$ cat config.mk
export PLATFORM = sky130hd
export DESIGN_NAME = registers
export DESIGN_NICKNAME = d
export VERILOG_FILES = /design/src/rtl/registers.sv
export SDC_FILE = /design/constraint.sdc
export NUM_CORES = 2
export LEC_CHECK = 0
export CORE_MARGIN = 10
export CORE_UTILIZATION = 45
export CTS_CLUSTER_DIAMETER = 200
export CTS_CLUSTER_SIZE = 12
export DETAILED_ROUTE_END_ITERATION = 8
export GPL_TIMING_DRIVEN = 0
export PLACE_DENSITY_LB_ADDON = 0.1
export SLEW_MARGIN = 20
export SYNTH_ARGS = -nofsm -noshare
export SYNTH_HDL_FRONTEND = slang
export SYNTH_SLANG_ARGS = --single-unit
export TNS_END_PERCENT = 5
$ cat constraint.sdc
create_clock -name clock -period 43.5 [get_ports clock]
set_clock_uncertainty 0.1 [all_clocks]
set_input_delay 8.7 -clock clock [delete_from_list [all_inputs] [get_ports clock]]
set_output_delay 8.7 -clock clock [all_outputs]
set_load 0.02 [all_outputs]
$ cat src/rtl/registers.sv
// 32 x 32-bit general-purpose register file: two combinational read ports (A, B)
// and one clocked write port (C). Register 0 always reads as zero.
module registers #(
   parameter int DATA_WIDTH = 32,
   parameter int ADDR_WIDTH = 5
) (
   input  logic                  clock,
   input  logic                  reset,
   input  logic [ADDR_WIDTH-1:0] addra,
   output logic [DATA_WIDTH-1:0] dataa,
   input  logic [ADDR_WIDTH-1:0] addrb,
   output logic [DATA_WIDTH-1:0] datab,
   input  logic                  enc,
   input  logic [ADDR_WIDTH-1:0] addrc,
   input  logic [DATA_WIDTH-1:0] datac
);

   localparam int NUM_REGS = 2 ** ADDR_WIDTH;

   logic [DATA_WIDTH-1:0] regs [NUM_REGS];
   logic                  write_hit;

   // Writes aimed at r0 are dropped here so the storage for r0 stays zero.
   assign write_hit = enc && (addrc != '0);

   always_ff @(posedge clock or posedge reset) begin
      if (reset) begin
         for (int i = 0; i < NUM_REGS; i++) begin
            regs[i] <= '0;
         end
      end else if (write_hit) begin
         regs[addrc] <= datac;
      end
   end

   // No write-to-read bypass: a read of the address being written shows the old
   // value until the clock edge commits the new one.
   always_comb begin
      dataa = '0;
      datab = '0;
      if (!reset && (addra != '0)) begin
         dataa = regs[addra];
      end
      if (!reset && (addrb != '0)) begin
         datab = regs[addrb];
      end
   end

endmodule

# Word-level counts from Yosys, hierarchy flattened
# Index checks and enable logic that the tools add are counted.
[totals]
regBits = 1024
output_inout_bits = 64
[op_classes]
n_lt_le_gt_ge = 4
muxes = 11
n_bitwise = 3
n_reduce_logical = 8
[op_table]
columns = ["op", "n"]
rows = [
  ["$bwmux 1024", 1],
  ["$bmux 32 s5", 2],
  ["$mux 32", 7],
  ["$demux 32 s5", 1],
  ["$ge 6x6->1 const B", 3],
  ["$not 5->6", 3],
  ["$reduce_bool 5->1", 3],
  ["$lt 6x1->1 const B", 1],
  ["$logic_and 1x1->1", 4],
  ["$logic_not 1->1", 1],
]

# Depth between registers and ports, before layout
[logic_depth]
word_depth = 6
ltp_mapped = 8
depth_no_buf = 4

# Least setup slack after synthesis
# Ideal clock, no wire load.
[synth_path]
path_kind = "input -> output"
from = "input addrb[0]"
to = "output datab[10]"
arrival_ns = 10.149
t_required_ns = 34.700
setup_slack_ns = 24.551
cell_stages = 6
path_cell_list = "buf_4 > buf_6 > buf_2 > mux4_2 > a22oi_1 > nand4_1"
[synth_via]
elab_chain_len = 5
[synth_lines]
columns = ["element", "line", "source"]
rows = [
  ["start, declared", "11", "input logic [ADDR_WIDTH-1:0] addrb,"],
  ["$not 5->6 (not written as such)", "45", "datab = regs[addrb];"],
  ["$bmux 32 s5", "45", ""],
  ["$mux 32 (not written as such) (2 in series)", "45", ""],
  ["$mux 32 (*)", "44", "if (!reset && (addrb != '0)) begin"],
  ["end, declared", "12", "output logic [DATA_WIDTH-1:0] datab,"],
]
# Every way passes the cells marked *; elsewhere a longest branch is shown, timed or not. The select of a mux whose other input is x is not followed.

# Worst setup path in the final report
[layout_path]
from = "input addra[4]"
to = "output dataa[18]"
[layout_via]
elab_chain_len = 5
[layout_lines]
columns = ["element", "line", "source"]
rows = [
  ["start, declared", "9", "input logic [ADDR_WIDTH-1:0] addra,"],
  ["$not 5->6 (not written as such)", "42", "dataa = regs[addra];"],
  ["$bmux 32 s5", "42", ""],
  ["$mux 32 (not written as such) (2 in series)", "42", ""],
  ["$mux 32 (*)", "41", "if (!reset && (addra != '0)) begin"],
  ["end, declared", "10", "output logic [DATA_WIDTH-1:0] dataa,"],
]
# Marks and branches as above.

==> impl_results.md <==
* Status: completed
* Hold-fix buffers, CTS at 0
* First-pass GRT wire length at 309000 um
* Max reg flops at 1024
* Share of cells above drive strength 1 at 0.363
* Post-synth EDFFs at 0
* CTS tree: built
* Number of global-route vias before repair at 38100
* FFs w/ async S/R, synth at 1.00
* TritonCTS Buffers at 95
* Mapped Area at 54600 um^2
* Die X-Extent at 368 um
* Starting DRT DRC Count at 5245
* Post-CTS Resized at 0
* Relative slew slack at 0.141
* Clock Path Buffers at 3
* PnR worst setup slack at 21890 ps
* Post-synth cell types at 36
* Seq cells post-synth at 1024
* DR WL met2 at 95900 um
* IO Pins at 114
* WS Path Type: input port to output pin
* Clock Tree Root: clkbuf_16
* Fmax at 46.3 MHz
* Via count at 39200
* Drt total wl at 225000 um
* Vias per cell at 6.64
* CTS HTree Levels at 3
* # DRC at 0
* Cell-by-cell trace of the critical path: clkdlybuf4s50_1 -> nor3_1 -> and2_1 -> clkbuf_1 -> a22oi_1 -> nand4_1 -> clkdlybuf4s50_1
* Fill cell count at 10700
* Crit-path slowest cell: nor3_1
* Routed len/inst at 38.0 um
* Die height at 368 um
* Syn Area/Cell at 13.4 um^2
* Grt ovf at 0
* Final Cell Area at 60500 um^2
* Crit end category: output pin
* Routability cong. at 0.981
* PortBufs at 108
* Rows at 127
* Clock sink total at 1024
* Tightest Hold Check Type: flip-flop to flip-flop
* Dominant synthesized flop cell: dfrtp_1
* Largest net degree at the start of global routing at 101
* Top cell by count, worst path: clkdlybuf4s50_1
* Max rail drop VDD at 0.0000299 V
* Initial core utilization at 0.454
* CP Max Fanout at 10
* Min Clock Period, post-route at 21610 ps
* Cell area power density at 43.2 nW/um^2
* Final hold violations at 0
* Worst-Margin Slew at 1280 ps
* WP data arrival at 12810 ps
* Placed Area at 58100 um^2
* Max Cap Viol at 0
* Post-place setup slack at 22080 ps
* Die area at 136000 um^2
* Initial antenna violation count at 11
* Worst skew pair latency at 700 ps
* Crit path largest cell delay at 840 ps
* Mapped Nets at 4113
* Met3 wire length at 25000 um
* Post-DRT Antenna Nets at 0
* CTS clk-pin slew, worst paths at 60 ps
* Seq/Total Area, Yosys at 0.470
* Overall routing resource usage at 0.323
* Syn-to-layout area delta at 10.9%
* Max Slew Vio Count at 0
* RSZ-0062 raised after global routing: false
* Met1 Wirelength at 94500 um
* Placed wire-length estimate at 166000 um
* CP delay by family, top: buffers and inverters
* Largest regs: regs (1024)
* Worst EP required at 34700 ps
* Max layer used: met5
* Core area at 120000 um^2
* Final setup violation count at 0
* Period utilization at 0.497
* Cells after synthesis at 4063
* Post-CTS setup buffer count at 0
* Drt pass-1 iters at 8
* Yosys warnings at 0
* Largest Register: regs
* Leakage power at 0.0270 uW
* Worst setup SP type: input port
* CP bufs+invs at 3
* Total Nets Final at 4332
==> final cells by class <==
cell class,instances,area (um^2),area share
diodes,11,27.5,0.000455
plain buffers,444,2140,0.0353
clock buffers,96,2400,0.0397
clock inverters,5,51.3,0.000847
inverters,3,18.8,0.000310
multi-input cells,2592,26800,0.443
flip-flops and latches,1024,25600,0.423
well taps,1612,2020,0.0333
repair buffers,122,1440,0.0237
==> synthesized netlist by cell type, types with 2 or more instances <==
cell type,number,area (um^2)
clkbuf_1,220,826
nand3_1,148,741
nor2_4,4,45.0
and2_1,7,43.8
nand3b_1,6,45.0
o31a_1,2,17.5
buf_2,156,781
mux2_2,976,11000
nor2_2,4,25.0
nor2_1,19,71.3
buf_1,3,11.3
or3b_2,2,17.5
mux2i_1,597,5980
nor3_1,3,15.0
nor3b_1,8,60.1
dfrtp_1,1024,25600
nand4_1,65,407
buf_6,6,67.6
inv_1,3,11.3
mux2_1,16,180
mux4_2,214,4820
nor2b_1,8,50.1
a21oi_1,83,415
nand2_1,103,387
a32oi_1,19,166
buf_4,59,443
a22oi_1,299,2240
==> path summary, 6_finish.rpt <==
path,depth (start not counted),slack [ps],end,startpoint
hold / removal,1,380,regs[997]$_DFFE_PP0P_,regs[997]$_DFFE_PP0P_
hold reg to reg,1,380,regs[997]$_DFFE_PP0P_,regs[997]$_DFFE_PP0P_
max in group asynchronous,6,33050,regs[994]$_DFFE_PP0P_,reset
setup reg to reg,1,42560,regs[7]$_DFFE_PP0P_,regs[7]$_DFFE_PP0P_
setup / recovery,7,21890,dataa[18],addra[4]
min in group asynchronous,2,8140,regs[178]$_DFFE_PP0P_,reset
==> cell usage in the layout, fill, tap and decap left out, drive strengths merged, types with 103 or more instances in the layout <==
master / Yosys / routed
nand3: 148 / 148
clkdlybuf4s50: 0 / 108
mux2i: 597 / 597
a22oi: 299 / 299
dfrtp: 1024 / 1024
mux2: 992 / 992
mux4: 214 / 214
buf: 224 / 238
nand2: 103 / 103
clkbuf: 220 / 316
==> power breakdown <==
part	total (uW)	switching [uW]	internal [uW]	leakage [uW]
Clock	767	379	389	0.00121
Sequential	1280	142	1130	0.0131
Combinational	570	274	296	0.0126
Total	2610	795	1820	0.0270
==> per-layer routing <==
layer | vias up | track usage
met1 | 21000 | 0.447
li1 | 15700 | -
met2 | 2058 | 0.467
met4 | 6 | 0.121
met5 | - | 0
met3 | 419 | 0.106
==> through the flow <==
step	total power, uW	utilization	std cells	setup TNS, ps	hold WS (ps)
4_1_cts	2600	0.504	5898	0	382
5_1_grt	2710	0.504	5898	0	395
6_report	2610	0.504	5909	0	377
3_5_place_dp	1840	0.483	5797	0	367
3_3_place_gp	1830	0.480	5783	-7501940	353
2_1_floorplan	1650	-	4063	0	341
==> cells by family (layout without fill, tap and decap cells) <==
kind of cell / count (synthesis) / after routing / share of synthesized area
AOI/OAI and AO/OA: 407 / 407 / 0.0527
buffers and inverters: 447 / 670 / 0.0392
DFF: 1024 / 1024 / 0.470
muxes: 1803 / 1803 / 0.403
other: 0 / 11 / 0
and+or+nand+nor: 382 / 382 / 0.0358
No activity file was read; power rests on OpenSTA's default activity.
